File: config.mk
export PLATFORM = sky130hd
export DESIGN_NAME = fifo_wr_arbiter
export DESIGN_NICKNAME = d
export VERILOG_FILES = /design/src/rtl/fifo_wr_arbiter.sv
export SDC_FILE = /design/constraint.sdc
export NUM_CORES = 1
export LEC_CHECK = 0
export ABC_AREA = 0
export BUFFER_PORTS_ARGS = -buffer_cell sky130_fd_sc_hd__clkbuf_2
export CAP_MARGIN = 20
export CORE_MARGIN = 2
export CORE_UTILIZATION = 35
export CTS_CLUSTER_DIAMETER = 50
export DETAILED_ROUTE_END_ITERATION = 7
export SETUP_SLACK_MARGIN = 0.3
export SLEW_MARGIN = 30
export SYNTH_ARGS = -nofsm -noshare
export SYNTH_HDL_FRONTEND = slang
export SYNTH_SLANG_ARGS = --single-unit
File: constraint.sdc
create_clock -name clk -period 5 [get_ports clk]
set_input_delay 0.75 -clock clk [delete_from_list [all_inputs] [get_ports clk]]
set_output_delay 0.75 -clock clk [all_outputs]
set_load 0.1 [all_outputs]
File: src/rtl/fifo_wr_arbiter.sv
`default_nettype none
// ============================================================================
// Module   : fifo_wr_arbiter
// Purpose  : Round-robin write-port arbiter with bounded burst locking in
//            front of a sync FIFO. Optional macro FIFO_ARB_STATS_EN adds
//            per-producer saturating accepted-beat counters (gnt_cnt).
// Revision : 1.0 - initial release
// ============================================================================
module fifo_wr_arbiter #(
    parameter int NUM_REQ   = 4,
    parameter int DATA_W    = 8,
    parameter int MAX_BURST = 4
) (
    input  logic                      clk,
    input  logic                      rst_n,
    input  logic [NUM_REQ-1:0]        req,
    input  logic [NUM_REQ*DATA_W-1:0] req_data,
    output logic [NUM_REQ-1:0]        gnt,
    input  logic                      fifo_full,
    output logic                      fifo_wr_en,
    output logic [DATA_W-1:0]         fifo_data,
`ifdef FIFO_ARB_STATS_EN
    output logic [NUM_REQ*16-1:0]     gnt_cnt,
`endif
    output logic                      busy
);

    localparam int         c_ptr_w     = (NUM_REQ > 1) ? $clog2(NUM_REQ) : 1;
    localparam logic [3:0] c_max_burst = 4'(MAX_BURST);

    typedef enum logic [0:0] {
        IDLE  = 1'b0,
        BURST = 1'b1
    } state_t;

    state_t               r_state, w_next_state;
    logic [c_ptr_w-1:0]   r_rr_ptr, w_next_ptr;
    logic [c_ptr_w-1:0]   r_owner, w_next_owner;
    logic [3:0]           r_beat_cnt, w_next_cnt;
    logic [c_ptr_w-1:0]   w_pick;
    logic                 w_found;
    logic [NUM_REQ-1:0]   w_gnt;
    logic [DATA_W-1:0]    w_data;

    function automatic logic [c_ptr_w-1:0] f_next_ptr(input logic [c_ptr_w-1:0] p);
        if (int'(p) == NUM_REQ - 1) begin
            f_next_ptr = '0;
        end else begin
            f_next_ptr = p + 1'b1;
        end
    endfunction

    // Scan from the highest offset down so the lowest offset from rr_ptr wins.
    always_comb begin
        w_found = 1'b0;
        w_pick  = '0;
        for (int k = NUM_REQ - 1; k >= 0; k--) begin
            if (req[(int'(r_rr_ptr) + k) % NUM_REQ]) begin
                w_found = 1'b1;
                w_pick  = c_ptr_w'((int'(r_rr_ptr) + k) % NUM_REQ);
            end
        end
    end

    always_comb begin
        w_gnt        = '0;
        w_next_state = r_state;
        w_next_ptr   = r_rr_ptr;
        w_next_owner = r_owner;
        w_next_cnt   = r_beat_cnt;
        case (r_state)
            IDLE: begin
                if (rst_n && w_found && !fifo_full) begin
                    w_gnt[w_pick] = 1'b1;
                    if (MAX_BURST > 1) begin
                        w_next_state = BURST;
                        w_next_owner = w_pick;
                        w_next_cnt   = 4'd1;
                    end else begin
                        w_next_ptr = f_next_ptr(w_pick);
                    end
                end
            end
            BURST: begin
                if (!req[r_owner]) begin
                    w_next_state = IDLE;
                    w_next_ptr   = f_next_ptr(r_owner);
                    w_next_cnt   = '0;
                end else if (!fifo_full) begin
                    w_gnt[r_owner] = 1'b1;
                    if (r_beat_cnt + 4'd1 == c_max_burst) begin
                        w_next_state = IDLE;
                        w_next_ptr   = f_next_ptr(r_owner);
                        w_next_cnt   = '0;
                    end else begin
                        w_next_cnt = r_beat_cnt + 4'd1;
                    end
                end
            end
            default: begin
                w_next_state = IDLE;
            end
        endcase
    end

    always_comb begin
        w_data = '0;
        for (int i = 0; i < NUM_REQ; i++) begin
            if (w_gnt[i]) begin
                w_data = req_data[i*DATA_W +: DATA_W];
            end
        end
    end

    always_ff @(posedge clk or negedge rst_n) begin
        if (!rst_n) begin
            r_state    <= IDLE;
            r_rr_ptr   <= '0;
            r_owner    <= '0;
            r_beat_cnt <= '0;
        end else begin
            r_state    <= w_next_state;
            r_rr_ptr   <= w_next_ptr;
            r_owner    <= w_next_owner;
            r_beat_cnt <= w_next_cnt;
        end
    end

    assign gnt        = w_gnt;
    assign fifo_wr_en = |w_gnt;
    assign fifo_data  = w_data;
    assign busy       = (r_state == BURST);

`ifdef FIFO_ARB_STATS_EN
    generate
        for (genvar gi = 0; gi < NUM_REQ; gi++) begin : g_stats
            logic [15:0] r_cnt;
            always_ff @(posedge clk or negedge rst_n) begin
                if (!rst_n) begin
                    r_cnt <= '0;
                end else if (w_gnt[gi] && (r_cnt != 16'hFFFF)) begin
                    r_cnt <= r_cnt + 16'd1;
                end
            end
            assign gnt_cnt[gi*16 +: 16] = r_cnt;
        end
    endgenerate
`endif

endmodule
`default_nettype wire

==> parameters.txt, run 1 <==
Parameter                              Value

Final layout
  Post-route cell area ... 1420 um2
  Fillers ... 271
  Layout cells sized above 1 ... 43.68%
  Signed area change from the synthesized netlist to the final layout ... 43.13%
  Combined flip-flop and latch cell area ... 225.2 um2
  Number of nets in the final layout ... 220
  Multi-input combinational cell area ... 835.8 um2
  Diodes inserted ... 0

Critical path
  Endpoint arrival time on the critical path ... 3.44 ns
  Setup crit end kind ... output port
  Category of the most critical setup path ... in2out
  Required time of the critical path ... 4.25 ns
  Startpoint type of the worst setup path ... input pin
  Crit path max fanout ... 14

Floorplan
  Io pins ... 53
  Core Rows ... 19
  Core area ... 2734 um2
  Die Area ... 3277 um2
  Horizontal extent of the die ... 57.25 um
  Initial Util ... 36.29%
  Die height ... 57.25 um

Drt
  Vias per std cell ... 5.546
  Number of detailed-routing iterations run before antenna repair ... 4
  Final wirelength ... 2779 um
  Initial drt markers ... 25
  Antenna violation net count after detailed routing ... 0
  WL/cell ... 13.56 um
  DRC ... 0
  Vias ... 1137

Synthesis
  Synth top cells by count ... sky130_fd_sc_hd__nand2_1 (17), sky130_fd_sc_hd__nor2_1 (11), sky130_fd_sc_hd__and2_1 (9), sky130_fd_sc_hd__dfrtp_1 (9), sky130_fd_sc_hd__a221oi_1 (8)
  Share of synthesized cell area in and, or, nand and nor gates ... 29.76%
  Top flip-flop cell by instance count after synthesis ... sky130_fd_sc_hd__dfrtp_1
  Cell variety after synth ... 41
  Most used standard cell by instance count after synthesis ... sky130_fd_sc_hd__nand2_1
  Share of synthesized flip-flops with an asynchronous set or reset ... 100.0%
  Mean instance size in the synthesized netlist ... 8.338 um2
  Post-synthesis compound-gate area fraction ... 29.89%
  Multiplexer area fraction after synthesis ... 5.549%
  Synthesized net count ... 164
  Fraction of synthesized cell area taken by the top area cell type ... 22.70%
  Combinational family with the most area after synthesis ... compound AO/OA/AOI/OAI gates
  Sequential fraction of the synthesis area ... 22.70%
  Yosys reg bits ... 9
  Number of synthesized flops with an enable pin ... 0
  Summed instance area of the synthesized netlist ... 992.2 um2
  Top area cells in the synthesized netlist ... sky130_fd_sc_hd__dfrtp_1 (23%), sky130_fd_sc_hd__ha_1 (7.6%), sky130_fd_sc_hd__a221oi_1 (7.1%)
  Adder-cell share of the synthesized area ... 7.566%
  Yosys warns ... 0
  Dominant cell type by area after synthesis ... sky130_fd_sc_hd__dfrtp_1
  Synthesized instance count ... 119
  Xor/xnor cell area share of the yosys netlist ... 0.8827%

Placement
  PortBufs ... 52
  Placed instance area ... 1394 um2
  Detailed placer's ending HPWL ... 2349 um
  Final RePlAce weighted congestion ... 0.7759

Global route
  Number of global-route vias before repair ... 1080
  First-pass GRT wire length ... 4692 um
  Global Route met1 Usage ... 20.74%
  Global-route usage over all layers ... 17.94%
  Maximum number of pins on one net before global-route repair ... 15
  Met3 track demand over resource in global routing ... 4.082%
  Number of antenna violations at the first check in global routing ... 0
  Met2 track demand over resource ... 33.99%
  Most congested layer reported by global routing ... met2
  Global route total overflow ... 0

STA
  Achievable Freq ... 238.7 MHz
  Clk_skew ... 0.003838 ns
  Period utilisation layout ... 83.79%
  Measured slew at the worst slew-check pin ... 0.7632 ns
  Unrepaired setup endpoints after global routing ... no
  Final setup fails ... 0
  Max-slew violations ... 0
  Slew Limit Headroom ... 48.65%
  Clock period minus worst slack ... 4.190 ns
  Total negative slack for setup checks ... 0 ns
  Hold violation total from the final report ... 0

Pwr
  Portion of total power attributed to combinational logic ... 76.3%
  Cell area power density ... 591.2 nW/um2
  Lkg Pwr ... 0.6577 nW
  Relative contribution of sequential cells to total power ... 17.3%
  Part of the power in the clock network ... 6.4%
  Switching pwr ... 0.0005377 W
  Sw Share ... 64.04%
  Peak VDD IR ... 0.5009 mV
  Internal power component ... 0.0003019 W

Status
  Run status ... completed

Clock tree
  Clock Tree Buf Depth ... 2
  Post-CTS Repair Setup Buffers ... 0
  CTS Root Buffer Type ... sky130_fd_sc_hd__clkbuf_4
  Post-cts sizing count ... 0
  Count of clock tree sinks ... 9
  # hold bufs at CTS ... 0
  Clock-pin slew on the worst setup and hold paths ... 0.06 ns
  CTS tree ... done
  Depth of the CTS H-tree ... 1
  Source-to-sink clock delay at the later pin of the worst-skew pair ... 0.26 ns
  Number of CTS-inserted buffers ... 3

Job
  Count of maximum capacitance violations ... 0

Min path
  Path type of the worst min-delay path ... in2async
-- placed cells by master (no fill, tap or decap), types with 2 or more instances in the layout --
master / instances
sky130_fd_sc_hd__buf_4: 2
sky130_fd_sc_hd__nand2b_1: 3
sky130_fd_sc_hd__o31ai_4: 8
sky130_fd_sc_hd__clkbuf_2: 52
sky130_fd_sc_hd__mux2_2: 2
sky130_fd_sc_hd__nor2b_1: 2
sky130_fd_sc_hd__a221oi_1: 8
sky130_fd_sc_hd__nor3b_1: 2
sky130_fd_sc_hd__dfrtp_1: 9
sky130_fd_sc_hd__inv_1: 4
sky130_fd_sc_hd__a21oi_1: 5
sky130_fd_sc_hd__o21ai_0: 5
sky130_fd_sc_hd__nand2_1: 17
sky130_fd_sc_hd__and2_1: 9
sky130_fd_sc_hd__nor2_1: 11
sky130_fd_sc_hd__clkbuf_4: 3
sky130_fd_sc_hd__ha_1: 6
sky130_fd_sc_hd__a22o_1: 2
-- through the flow --
step	power (W)	hold WS (ns)	util, %	instances	setup slack [ns]
floorplan	0.0006800	0.4544	-	119	0.4135
global placement	0.0007807	0.5196	50.98	201	0.8678
detailed placement	0.0007884	0.5133	50.98	201	0.7701
CTS	0.0008455	0.3486	51.95	205	0.7650
global route	0.0008939	0.3361	51.95	205	0.6806
finish	0.0008395	0.3462	51.95	205	0.8104
-- state kept, by name (all words and copies together) (netlist names) --
signal	flops
busy	1
r_beat_cnt	4
r_owner	2
r_rr_ptr	2
-- cells by family after synthesis --
logic type,count (synthesis)
compound gates,36
simple gates,55
xor+xnor,1
mux,4
buf+inv,8
flops,9
fa+ha+maj,6
-- worst paths after layout --
| check | start | end | slack [ns] | cells after the start |
|---|---|---|---|---|
| min | rst_n | r_rr_ptr[0] | 0.35 | 1 |
| min reg2reg | r_beat_cnt[2] | r_beat_cnt[2] | 0.53 | 2 |
| max in group asynchronous | rst_n | r_beat_cnt[0] | 4.45 | 1 |
| max | rst_n | fifo_data[7] | 0.81 | 8 |
| max reg2reg | r_beat_cnt[0] | r_rr_ptr[1] | 2.98 | 7 |
| min in group clk | r_beat_cnt[2] | r_beat_cnt[2] | 0.53 | 2 |
-- cell type report --
type,instances,area share [%]
flip-flops and latches,9,15.86
well taps,31,2.731
inverters,5,1.322
clock buffers,4,1.850
repair buffers,54,19.38
multi-input cells,102,58.85
-- layer usage --
metal  part of all wire, %  wire, um
met1                    40      1107
met2                    57      1589
met3                   2.4        68
met4                  0.50        14
met5                     0         0
-- power by group through the flow --
stage	logic (W)	registers, W	clock network [W]
after floorplan	0.000522	0.000158	0
after global placement	0.000636	0.000145	0
after detailed placement	0.000643	0.000145	0
after CTS	0.000645	0.000144	0.0000558
after global routing	0.000677	0.000154	0.0000629
final	0.000641	0.000145	0.0000535
-- critical path, stage by stage --
cell and delay (ns):
sky130_fd_sc_hd__clkbuf_2 0.23, sky130_fd_sc_hd__or3b_4 0.43, sky130_fd_sc_hd__nor2_4 0.17, sky130_fd_sc_hd__or4b_4 0.52, sky130_fd_sc_hd__o21ai_2 0.55, sky130_fd_sc_hd__nand2_1 0.20, sky130_fd_sc_hd__o31ai_4 0.09, sky130_fd_sc_hd__clkbuf_2 0.49
Power figures use the tool's default switching activity.
==> run 2: changes to the inputs <==
==> constraint.sdc (replaced) <==
create_clock -name clk -period 4.15 [get_ports clk]
set_input_delay 0.6225 -clock clk [delete_from_list [all_inputs] [get_ports clk]]
set_output_delay 0.6225 -clock clk [all_outputs]
set_load 0.1 [all_outputs]
==> run 2 against run 1 <==
Final cell count is the same. Worst hold slack worse by 0.13 ns. Critical path type unchanged. Largest cell class unchanged. Setup slack lost 0.26 ns. Clock skew up 0.0013 ns. Routed wire length increased by 6.6%. Critical endpoint is now fifo_data[5]. Flip-flop and latch count unchanged. Critical path depth did not move. Die area unchanged.
==> parameters.txt, run 2 (same netlist as run 1, synthesis figures left out) <==
Parameter                              Value

Status
  Run status ... completed

Clock tree
  Post-CTS Repair Setup Buffers ... 0 (unchanged)
  Post-cts sizing count ... 0 (unchanged)
  Source-to-sink clock delay at the later pin of the worst-skew pair ... 0.26 ns (about the same)
  Clock Tree Buf Depth ... 2 (unchanged)
  Number of CTS-inserted buffers ... 3 (unchanged)
  Clock-pin slew on the worst setup and hold paths ... 0.06 ns (about the same)
  CTS Root Buffer Type ... sky130_fd_sc_hd__clkbuf_4
  # hold bufs at CTS ... 0 (unchanged)
  Count of clock tree sinks ... 9 (unchanged)
  Depth of the CTS H-tree ... 1 (unchanged)
  CTS tree ... done

Floorplan
  Io pins ... 53 (unchanged)
  Core area ... 2734 um2 (unchanged)
  Die height ... 57.25 um (unchanged)
  Initial Util ... 36.29% (unchanged)
  Core Rows ... 19 (unchanged)
  Die Area ... 3277 um2 (unchanged)
  Horizontal extent of the die ... 57.25 um (unchanged)

Pwr
  Cell area power density ... 723.3 nW/um2 (+22%)
  Lkg Pwr ... 0.7284 nW (+11%)
  Final total power ... 0.001176 W (+40%)
  Peak VDD IR ... 0.5822 mV (+16%)

Drt
  Antenna violation net count after detailed routing ... 0 (unchanged)
  WL/cell ... 14.45 um (+6.6%)
  Final wirelength ... 2963 um (+6.6%)
  DRC ... 0 (unchanged)
  Vias per std cell ... 5.454 (-1.7%)
  Number of detailed-routing iterations run before antenna repair ... 4 (unchanged)
  Vias ... 1118 (-1.7%)
  Initial drt markers ... 20 (-20%)

Global route
  Number of global-route vias before repair ... 1120 (+3.7%)
  Global route total overflow ... 0 (unchanged)
  Maximum number of pins on one net before global-route repair ... 19 (+4)
  Met2 track demand over resource ... 34.32% (+0.33 points)
  Global Route met1 Usage ... 22.63% (+1.9 points)
  First-pass GRT wire length ... 4885 um (+4.1%)
  Met3 track demand over resource in global routing ... 1.814% (-2.3 points)
  Global-route usage over all layers ... 18.29% (+0.35 points)
  Number of antenna violations at the first check in global routing ... 0 (unchanged)
  Most congested layer reported by global routing ... met2

Critical path
  Endpoint arrival time on the critical path ... 2.98 ns (-0.46 ns)
  Worst setup path endpoint ... fifo_data[5]
  Number of cell instances on the worst register-to-register path ... 7 (unchanged)
  Startpoint type of the worst setup path ... input pin
  Category of the most critical setup path ... in2out
  Crit path max fanout ... 11 (-3)
  Worst setup path start ... rst_n
  RR Endpoint ... r_rr_ptr[0]
  Start of the worst register-to-register path ... r_beat_cnt[0]
  Required time of the critical path ... 3.53 ns (-0.72 ns)
  Reg2reg setup slack ... 2.10 ns (-0.88 ns)
  Setup crit end kind ... output port

Placement
  PortBufs ... 52 (unchanged)
  Final RePlAce weighted congestion ... 0.8586 (+11%)
  Worst setup slack before clock tree synthesis ... 0.5059 ns (-0.2641 ns)
  Detailed placer's ending HPWL ... 2449 um (+4.3%)

STA
  Period utilisation layout ... 86.75%
  Slew Limit Headroom ... 59.24% (+11 points)
  Clock period minus worst slack ... 3.600 ns
  Measured slew at the worst slew-check pin ... 0.6114 ns (-0.1518 ns)
  Clk_skew ... 0.005127 ns (+0.001289 ns)
  Unrepaired setup endpoints after global routing ... no
  Max-slew violations ... 0 (unchanged)
  Hold violation total from the final report ... 0 (unchanged)
  Achievable Freq ... 277.8 MHz
  Post-layout worst setup margin ... 0.5499 ns (-0.2605 ns)
  Final setup fails ... 0 (unchanged)

Job
  Count of maximum capacitance violations ... 0 (unchanged)

Final layout
  Most common cell after layout, fill and taps aside ... sky130_fd_sc_hd__clkbuf_2
  Number of nets in the final layout ... 220 (unchanged)
  Register name with the most flops ... r_beat_cnt
  Commonest cells after routing, fill and taps aside ... sky130_fd_sc_hd__clkbuf_2 (42), sky130_fd_sc_hd__nand2_1 (17), sky130_fd_sc_hd__nor2_1 (11), sky130_fd_sc_hd__buf_12 (10), sky130_fd_sc_hd__and2_1 (9)
  Layout cells sized above 1 ... 49.43% (+5.7 points)
  Final core utilization ... 59.45% (+7.5 points)
  Number of flip-flops in the largest register ... 4 (unchanged)
  Diodes inserted ... 0 (unchanged)
  Signed area change from the synthesized netlist to the final layout ... 63.81%
  Registers with the most flip-flops ... r_beat_cnt x4, r_owner x2, r_rr_ptr x2

Min path
  Path type of the worst min-delay path ... in2async
[run 2: cell types whose count changed in the layout (fill, tap and decap cells not counted), sizes merged]
cell and delta:
buf +10, clkbuf -11, clkinv +1
[run 2: how the worst min path moves through the flow]
stage | start | depth (start not counted) | slack [ns] | endpoint
after floorplan | rst_n | 0 | 0.33 | r_beat_cnt[0]
after detailed placement | rst_n | 1 | 0.50 | r_rr_ptr[1]
after global placement | rst_n | 1 | 0.49 | r_rr_ptr[1]
after CTS | rst_n | 1 | 0.22 | r_rr_ptr[1]
after global routing | rst_n | 1 | 0.21 | busy
final | rst_n | 1 | 0.21 | r_rr_ptr[1]
[run 2: area by class of cell]
type / instances / area, um2
flip-flops and latches: 9 / 229.0
clock inverters: 1 / 5.005
well taps: 31 / 38.79
inverters: 5 / 18.77
fillers: 246 / 1109
clock buffers: 3 / 22.52
multi-input cells: 102 / 885.9
repair buffers: 54 / 425.4
[run 2: metrics by stage]
stage	hold WS [ns]	cells	area [um2]	setup TNS [ns]
after detailed placement	0.4976	201	1598	0
after CTS	0.2176	205	1625	0
after global routing	0.2118	205	1625	0
after global placement	0.4866	201	1598	0
final	0.2123	205	1625	0
after floorplan	0.3269	119	1151	-0.06956
[run 2: report_power, final]
part           total (W)  switching (W)  internal, W
clock          0.0000668      0.0000313    0.0000355
sequential      0.000179      0.0000545     0.000125
combinational   0.000930       0.000603     0.000326
total            0.00118       0.000689     0.000487
[run 2: routing by layer]
| layer | vias to the layer above | part of all wire, % |
|---|---|---|
| li1 | 558 | - |
| met1 | 530 | 42 |
| met2 | 30 | 54 |
| met3 | 0 | 4.0 |
| met4 | 0 | 0 |
| met5 | - | 0 |
[run 2: worst max-delay path: stages]
cell and delay (ns):
sky130_fd_sc_hd__clkbuf_2 0.23, sky130_fd_sc_hd__or3b_4 0.44, sky130_fd_sc_hd__nor2_4 0.17, sky130_fd_sc_hd__or4b_4 0.52
sky130_fd_sc_hd__o21ai_4 0.38, sky130_fd_sc_hd__a221oi_2 0.16, sky130_fd_sc_hd__o31ai_4 0.25, sky130_fd_sc_hd__buf_12 0.21
